--- config.mk ---
export PLATFORM = sky130hd
export DESIGN_NAME = simpleio_buf
export DESIGN_NICKNAME = d
export VERILOG_FILES = /design/src/rtl/simpleio_buf.sv
export SDC_FILE = /design/constraint.sdc
export NUM_CORES = 1
export LEC_CHECK = 0
export ABC_AREA = 1
export BUFFER_PORTS_ARGS = -buffer_cell sky130_fd_sc_hd__buf_2
export CORE_ASPECT_RATIO = 1.2
export CORE_MARGIN = 2
export CORE_UTILIZATION = 65
export CTS_BUF_LIST = sky130_fd_sc_hd__clkbuf_8
export DETAILED_ROUTE_END_ITERATION = 8
export PLACE_DENSITY = 0.94
export SLEW_MARGIN = 20
export SYNTH_ARGS = -nofsm -noshare
export SYNTH_HDL_FRONTEND = slang
export SYNTH_SLANG_ARGS = --single-unit
--- constraint.sdc ---
create_clock -name clk -period 6.39 [get_ports clk]
set_input_delay 0.3195 -clock clk [delete_from_list [all_inputs] [get_ports clk]]
set_output_delay 0.3195 -clock clk [all_outputs]
set_load 0.05 [all_outputs]
--- src/rtl/simpleio_buf.sv ---
// simpleio_buf: byte-wide memory-mapped LED/RGB/hex/switch/key I/O with a FIFO-buffered UART and interrupts.
// Optional macro SIMPLEIO_BUF_LOOPBACK_EN adds register 0x7 (bit0 = internal UART loopback).

module uart (
    input  logic        clk,
    input  logic        rst,
    input  logic [7:0]  input_axis_tdata,
    input  logic        input_axis_tvalid,
    output logic        input_axis_tready,
    output logic [7:0]  output_axis_tdata,
    output logic        output_axis_tvalid,
    input  logic        output_axis_tready,
    input  logic        rxd,
    output logic        txd,
    output logic        tx_busy,
    output logic        rx_busy,
    output logic        rx_overrun_error,
    output logic        rx_frame_error,
    input  logic [15:0] prescale
);
    // One bit lasts prescale*8 clocks; the receiver samples mid-bit.
    logic [18:0] bit_len;
    logic [18:0] half_len;
    assign bit_len  = {prescale, 3'b000} - 19'd1;
    assign half_len = {1'b0, prescale, 2'b00} - 19'd1;

    logic [18:0] tx_tmr;
    logic [3:0]  tx_bits;
    logic [8:0]  tx_sh;

    assign input_axis_tready = !tx_busy;

    always_ff @(posedge clk or negedge rst) begin
        if (!rst) begin
            txd     <= 1'b1;
            tx_busy <= 1'b0;
            tx_tmr  <= '0;
            tx_bits <= '0;
            tx_sh   <= '1;
        end else if (!tx_busy) begin
            if (input_axis_tvalid) begin
                txd     <= 1'b0;
                tx_busy <= 1'b1;
                tx_sh   <= {1'b1, input_axis_tdata};
                tx_bits <= 4'd9;
                tx_tmr  <= bit_len;
            end
        end else if (tx_tmr != '0) begin
            tx_tmr <= tx_tmr - 19'd1;
        end else if (tx_bits != '0) begin
            txd     <= tx_sh[0];
            tx_sh   <= {1'b1, tx_sh[8:1]};
            tx_bits <= tx_bits - 4'd1;
            tx_tmr  <= bit_len;
        end else begin
            tx_busy <= 1'b0;
        end
    end

    logic [1:0]  rxd_sync;
    logic [18:0] rx_tmr;
    logic [3:0]  rx_bits;
    logic [7:0]  rx_sh;

    always_ff @(posedge clk or negedge rst) begin
        if (!rst) begin
            rxd_sync           <= 2'b11;
            rx_busy            <= 1'b0;
            rx_tmr             <= '0;
            rx_bits            <= '0;
            rx_sh              <= '0;
            output_axis_tdata  <= '0;
            output_axis_tvalid <= 1'b0;
            rx_overrun_error   <= 1'b0;
            rx_frame_error     <= 1'b0;
        end else begin
            rxd_sync         <= {rxd_sync[0], rxd};
            rx_overrun_error <= 1'b0;
            rx_frame_error   <= 1'b0;
            if (output_axis_tvalid && output_axis_tready)
                output_axis_tvalid <= 1'b0;
            if (!rx_busy) begin
                if (!rxd_sync[1]) begin
                    rx_busy <= 1'b1;
                    rx_bits <= 4'd10;
                    rx_tmr  <= half_len;
                end
            end else if (rx_tmr != '0) begin
                rx_tmr <= rx_tmr - 19'd1;
            end else begin
                rx_tmr <= bit_len;
                if (rx_bits == 4'd10) begin
                    if (rxd_sync[1])
                        rx_busy <= 1'b0;
                    else
                        rx_bits <= 4'd9;
                end else if (rx_bits != 4'd1) begin
                    rx_sh   <= {rxd_sync[1], rx_sh[7:1]};
                    rx_bits <= rx_bits - 4'd1;
                end else begin
                    // Stop bit: a byte still waiting in the output register means overrun.
                    rx_busy <= 1'b0;
                    if (!rxd_sync[1]) begin
                        rx_frame_error <= 1'b1;
                    end else if (output_axis_tvalid && !output_axis_tready) begin
                        rx_overrun_error <= 1'b1;
                    end else begin
                        output_axis_tdata  <= rx_sh;
                        output_axis_tvalid <= 1'b1;
                    end
                end
            end
        end
    end
endmodule

module simpleio_buf_fifo #(
    parameter int AW = 4
) (
    input  logic        clk,
    input  logic        rst,
    input  logic        push,
    input  logic        pop,
    input  logic [7:0]  din,
    output logic [7:0]  head,
    output logic        full,
    output logic        empty,
    output logic [AW:0] count
);
    logic [7:0]  mem [2**AW];
    logic [AW:0] wr_ptr;
    logic [AW:0] rd_ptr;
    logic        do_pop;
    logic        do_push;

    assign empty   = (wr_ptr == rd_ptr);
    assign full    = (wr_ptr[AW] != rd_ptr[AW]) && (wr_ptr[AW-1:0] == rd_ptr[AW-1:0]);
    assign do_pop  = pop && !empty;
    // A pop in the same cycle frees a slot, so a push into a full FIFO still lands.
    assign do_push = push && (!full || do_pop);
    assign head    = mem[rd_ptr[AW-1:0]];
    assign count   = wr_ptr - rd_ptr;

    always_ff @(posedge clk or negedge rst) begin
        if (!rst) begin
            wr_ptr <= '0;
            rd_ptr <= '0;
        end else begin
            if (do_push) wr_ptr <= wr_ptr + 1'b1;
            if (do_pop)  rd_ptr <= rd_ptr + 1'b1;
        end
    end

    always_ff @(posedge clk) begin
        if (do_push) mem[wr_ptr[AW-1:0]] <= din;
    end
endmodule

module simpleio_buf #(
    parameter int          LED_WIDTH     = 8,
    parameter int          FIFO_AW       = 4,
    parameter logic [15:0] PRESCALE_INIT = 16'h0000
) (
    input  logic                 clk,
    input  logic                 rst,
    input  logic [3:0]           Address,
    input  logic [7:0]           DI,
    output logic [7:0]           DO,
    input  logic                 rw,
    input  logic                 cs,
    output logic                 irq,
    output logic [LED_WIDTH-1:0] leds,
    output logic [7:0]           hex_disp,
    output logic [2:0]           rgb1,
    output logic [2:0]           rgb2,
    input  logic [3:0]           switches,
    input  logic [3:0]           keys,
    input  logic                 rxd,
    output logic                 txd
);
    localparam logic [15:0] LED_MASK = 16'((32'h1 << LED_WIDTH) - 32'h1);

    logic        wr, rd;
    logic [15:0] leds_r;
    logic [15:0] prescale;
    logic [4:0]  ie;
    logic [4:2]  is_sticky;
    logic [4:2]  is_set;
    logic [4:0]  is_val;
    logic [7:0]  io_meta, io_sync;
    logic [3:0]  key_prev;
    logic [7:0]  rd_data;
    logic [7:0]  lb_rd;

    logic              tx_full, tx_empty, tx_pop, tx_push, tx_drop;
    logic              rx_full, rx_empty, rx_pop;
    logic [7:0]        tx_head, rx_head;
    logic [FIFO_AW:0]  tx_count, rx_count;
    logic              u_tx_tready, u_rx_tvalid;
    logic [7:0]        u_rx_tdata;
    logic              u_rxd, u_txd, u_tx_busy, u_rx_busy, u_ovr, u_frm;

    assign wr      = cs && !rw;
    assign rd      = cs && rw;
    assign tx_push = wr && (Address == 4'h8);
    assign rx_pop  = rd && (Address == 4'h8);
    assign tx_pop  = !tx_empty && u_tx_tready;
    assign tx_drop = tx_push && tx_full && !tx_pop;

    assign is_set = {|(io_sync[3:0] & ~key_prev), tx_drop, u_ovr | u_frm};
    assign is_val = {is_sticky, tx_empty, !rx_empty};
    assign leds   = leds_r[LED_WIDTH-1:0];

    simpleio_buf_fifo #(.AW(FIFO_AW)) u_tx_fifo (
        .clk(clk), .rst(rst), .push(tx_push), .pop(tx_pop), .din(DI),
        .head(tx_head), .full(tx_full), .empty(tx_empty), .count(tx_count)
    );

    simpleio_buf_fifo #(.AW(FIFO_AW)) u_rx_fifo (
        .clk(clk), .rst(rst), .push(u_rx_tvalid && !rx_full), .pop(rx_pop), .din(u_rx_tdata),
        .head(rx_head), .full(rx_full), .empty(rx_empty), .count(rx_count)
    );

    uart u_uart (
        .clk(clk), .rst(rst),
        .input_axis_tdata(tx_head), .input_axis_tvalid(!tx_empty), .input_axis_tready(u_tx_tready),
        .output_axis_tdata(u_rx_tdata), .output_axis_tvalid(u_rx_tvalid), .output_axis_tready(!rx_full),
        .rxd(u_rxd), .txd(u_txd), .tx_busy(u_tx_busy), .rx_busy(u_rx_busy),
        .rx_overrun_error(u_ovr), .rx_frame_error(u_frm), .prescale(prescale)
    );

`ifdef SIMPLEIO_BUF_LOOPBACK_EN
    logic lb;
    always_ff @(posedge clk or negedge rst) begin
        if (!rst)
            lb <= 1'b0;
        else if (wr && (Address == 4'h7))
            lb <= DI[0];
    end
    assign u_rxd = lb ? u_txd : rxd;
    assign txd   = lb ? 1'b1 : u_txd;
    assign lb_rd = {7'b0, lb};
`else
    assign u_rxd = rxd;
    assign txd   = u_txd;
    assign lb_rd = 8'h00;
`endif

    function automatic logic [7:0] sat8(input logic [FIFO_AW:0] c);
        return (32'(c) > 32'd255) ? 8'hFF : 8'(c);
    endfunction

    always_comb begin
        rd_data = 8'h00;
        case (Address)
            4'h0: rd_data = leds_r[7:0] & LED_MASK[7:0];
            4'h1: rd_data = leds_r[15:8] & LED_MASK[15:8];
            4'h2: rd_data = hex_disp;
            4'h3: rd_data = {1'b0, rgb1, 1'b0, rgb2};
            4'h4: rd_data = io_sync;
            4'h5: rd_data = {3'b0, ie};
            4'h6: rd_data = {3'b0, is_val};
            4'h7: rd_data = lb_rd;
            4'h8: rd_data = rx_empty ? 8'h00 : rx_head;
            4'h9: rd_data = {u_rx_busy, u_tx_busy, is_sticky[2], is_sticky[3],
                             tx_full, tx_empty, rx_full, !rx_empty};
            4'hA: rd_data = prescale[15:8];
            4'hB: rd_data = prescale[7:0];
            4'hC: rd_data = sat8(rx_count);
            4'hD: rd_data = sat8(tx_count);
            default: rd_data = 8'h00;
        endcase
    end

    always_ff @(posedge clk or negedge rst) begin
        if (!rst) begin
            leds_r    <= 16'hFFFF;
            hex_disp  <= 8'h00;
            rgb1      <= 3'b111;
            rgb2      <= 3'b111;
            prescale  <= PRESCALE_INIT;
            ie        <= '0;
            is_sticky <= '0;
            io_meta   <= '0;
            io_sync   <= '0;
            key_prev  <= '0;
            DO        <= 8'h00;
            irq       <= 1'b0;
        end else begin
            io_meta  <= {switches, keys};
            io_sync  <= io_meta;
            key_prev <= io_sync[3:0];
            irq      <= |(is_val & ie);
            // New events override a W1C of the same bit in the same cycle.
            is_sticky <= (is_sticky & ~((wr && (Address == 4'h6)) ? DI[4:2] : 3'b000)) | is_set;
            if (rd) DO <= rd_data;
            if (wr) begin
                case (Address)
                    4'h0: leds_r[7:0]    <= DI;
                    4'h1: leds_r[15:8]   <= DI;
                    4'h2: hex_disp       <= DI;
                    4'h3: begin
                        rgb1 <= DI[6:4];
                        rgb2 <= DI[2:0];
                    end
                    4'h5: ie             <= DI[4:0];
                    4'hA: prescale[15:8] <= DI;
                    4'hB: prescale[7:0]  <= DI;
                    default: ;
                endcase
            end
        end
    end
endmodule

==> out/metrics.yaml <==
vias: 15850
final_core_util_pct: 72.93
layout-drive-gt1-share_pct: 10.17
p_leak_nw: 8.861
cts_buffers: 67
path_class: "flop to flop"
startpoint: "u_tx_fifo.rd_ptr[1]"
r2r_end: "u_uart.tx_tmr[14]"
wl_per_cell_um: 19.33
timing.final.crit_share_pct: 56.89
routed_wl_um: 50890
regToRegStartpoint: "u_tx_fifo.rd_ptr[1]"
clock.fmax_mhz: 275.1
first_pass_iters: 6
final_common_cell: "nand2_1"
cts_resized: 0
start_util_pct: 66.42
clock-sinks: 429
hpwlAfterDp_um: 34430
critPathMaxStageDelay_ps: 570
design.core.area_sq_um: 29780
vdd_drop_max_uv: 294.7
slew_violations: 0
path_cells: "buf_4 -> clkinv_1 -> ha_1 -> nand2_1 -> nor2_2 -> nand2_1 -> nand2_1 -> nand2_2 -> inv_2 -> o21ai_0"
synth_edf_count: 256
synth_cell_types: 43
grt-ovfl-total: 0
power.density_nw_per_um2: 308.4
area_growth_pct: 9.809
syn_area_sq_um: 19780
cts_tree: "done"
synth_cells: 2108
grt_pass1_vias: 15330
hp-class: "primary input to flop"
grt_pass1_wl_um: 79560
yosysWarnings: 0
antenna_found_initial: 1
hold_viol: 0
die_x_um: 163.3
slowest_stage: "clkinv_1"
worstSetupEndpointType: "flop"
synth_top_area_share_pct: 38.86
place.gp.congestion: 0.9924
ys_ff_latch: 429
cp-endpoint: "u_uart.tx_tmr[14]"
die_area_sq_um: 31850
hold_depth: 1
status: "finished clean"
async_flop_share_pct: 40.33
clk_latency_ps: 610
final_nets: 2241
rows: 69
cpMostUsedCell: "nand2_1"
yosys.area.top_type: "edfxtp_1"
path_clk_slew_ps: 70
hold_buffers: 10
post_cts_buffers: 0
num_io_pins: 57
syn_avg_cell_area_sq_um: 9.385
synth-main-ff-cell: "edfxtp_1"
r2r_slack_ps: 2750
synthTopCellsByArea: "edfxtp_1 39%, dfrtp_1 19%, nand2_1 11%"
yosysSeqAreaShare_pct: 60.90
root_buffer: "clkbuf_8"
die-height_um: 195.1
final_cell_mix: "569 x nand2_1, 315 x nor2_1, 256 x edfxtp_1"
cts_max_level: 3
rsz0062_at_grt: "false"
antenna_left: 0
synth_nets: 2161
maxCapViolations: 0
crit_required_ps: 6830
port_buffers: 56
crit_fanout: 52
worstRegToRegCells: 10
tightest_slew_ps: 1012
tns_ps: 0
fin_crit_ps: 3635
fin_worst_skew_ps: 37.30
start_kind: "flop"
drt_iter0_drc: 1902
clock_path_buffers: 3
maxSlewHeadroom_pct: 32.42
drc: 0
total_power_mw: 6.700
setup_viol: 0
nFillCells: 1989
grt_max_degree: 97
cp.arrival_ps: 4080
grt.total_usage_pct: 32.40
viasPerCell: 6.018
hold_ws_ps: 160.8
==> cell usage after synthesis, types with 2 or more instances <==
| cell type | number |
|---|---|
| nor3_1 | 11 |
| fa_1 | 2 |
| buf_2 | 16 |
| or2_2 | 9 |
| nand2_2 | 7 |
| nor3_4 | 2 |
| xor2_1 | 35 |
| nor2_4 | 3 |
| a21oi_1 | 21 |
| nand4_1 | 17 |
| and3_1 | 2 |
| ha_1 | 26 |
| buf_4 | 2 |
| o21ai_2 | 7 |
| o22ai_1 | 13 |
| inv_2 | 6 |
| dfrtp_1 | 148 |
| nand2_1 | 569 |
| clkinv_1 | 6 |
| nand3_2 | 2 |
| o21ai_0 | 219 |
| nor2_1 | 315 |
| nor2_2 | 6 |
| a22oi_1 | 2 |
| buf_1 | 3 |
| nand2_4 | 2 |
| buf_6 | 3 |
| nand3b_1 | 8 |
| xnor2_1 | 9 |
| o21ai_1 | 4 |
| o211ai_1 | 26 |
| clkbuf_1 | 38 |
| nand3_1 | 134 |
| edfxtp_1 | 256 |
| inv_1 | 147 |
| dfstp_2 | 25 |
==> layer usage <==
layer / global-route usage [%] / wire length [um]
met5: 0 / 0
met4: 15.24 / 2359
met3: 6.712 / 4980
met2: 53.27 / 24760
met1: 41.38 / 18790
==> how the worst min path moves through the flow <==
stage,startpoint,end
floorplan,rst,DO[0]
global placement,io_meta[0],io_sync[0]
detailed placement,io_meta[1],io_sync[1]
CTS,DI[1],u_tx_fifo.mem[15][1]
global route,DI[7],u_tx_fifo.mem[10][7]
finish,DI[1],u_tx_fifo.mem[15][1]
==> flip-flops by register name, indices dropped and copies added, names as in the netlist, 4 cells and up <==
signal,flops
key_prev,4
u_rx_fifo.wr_ptr,5
DO,8
u_uart.tx_sh,8
leds_r,8
u_tx_fifo.rd_ptr,5
io_meta,8
u_uart.tx_tmr,19
u_rx_fifo.mem,128
u_uart.output_axis_tdata,8
u_uart.rx_sh,8
u_rx_fifo.rd_ptr,5
io_sync,8
ie,5
u_tx_fifo.wr_ptr,5
prescale,16
hex_disp,8
u_tx_fifo.mem,128
u_uart.rx_bits,4
u_uart.tx_bits,4
u_uart.rx_tmr,19
==> cell families (layout without fill, tap and decap cells) <==
kind of cell	after synthesis	after routing	share of synthesized area, %
AOI/OAI and AO/OA	295	295	8.102
xor gates and xnor gates	44	44	1.948
adders and majority gates	28	28	1.847
buffers and inverters	221	355	4.446
DFF	429	429	60.90
other	0	1	0
and+or+nand+nor	1091	1091	22.76
==> cell type report <==
cell class	instances	area, sq um	area share [%]
Clock buffer	72	991.0	4.562
Multi-Input combinational cell	1458	6855	31.56
Timing Repair Buffer	73	439.2	2.022
Tap cell	390	488.0	2.246
Antenna cell	1	2.502	0.01152
Sequential cell	429	12050	55.47
Inverter	159	596.8	2.747
Clock inverter	51	301.5	1.388
==> power breakdown <==
group / total [mW] / internal [mW] / switching [mW]
Sequential: 3.20 / 3.06 / 0.143
Clock: 2.23 / 1.14 / 1.09
Combinational: 1.27 / 0.340 / 0.932
Total: 6.70 / 4.54 / 2.16
==> critical path: cells and delay by family, from the launching register on <==
kind                       cells  cell delay, ps
and+or+nand+nor                5            1100
DFF                            1             340
buffers and inverters          3            1340
AOI/OAI and AO/OA              1             130
adders and majority gates      1             520
==> stage by stage <==
step                instance area (sq um)  instances  setup WS (ps)
CTS                                 21720       2632           2882
floorplan                           19780       2108           3944
detailed placement                  20330       2499           2923
global route                        21720       2632           2534
finish                              21720       2633           2755
global placement                    20330       2499           3140
(Power assumes the default switching activity.)
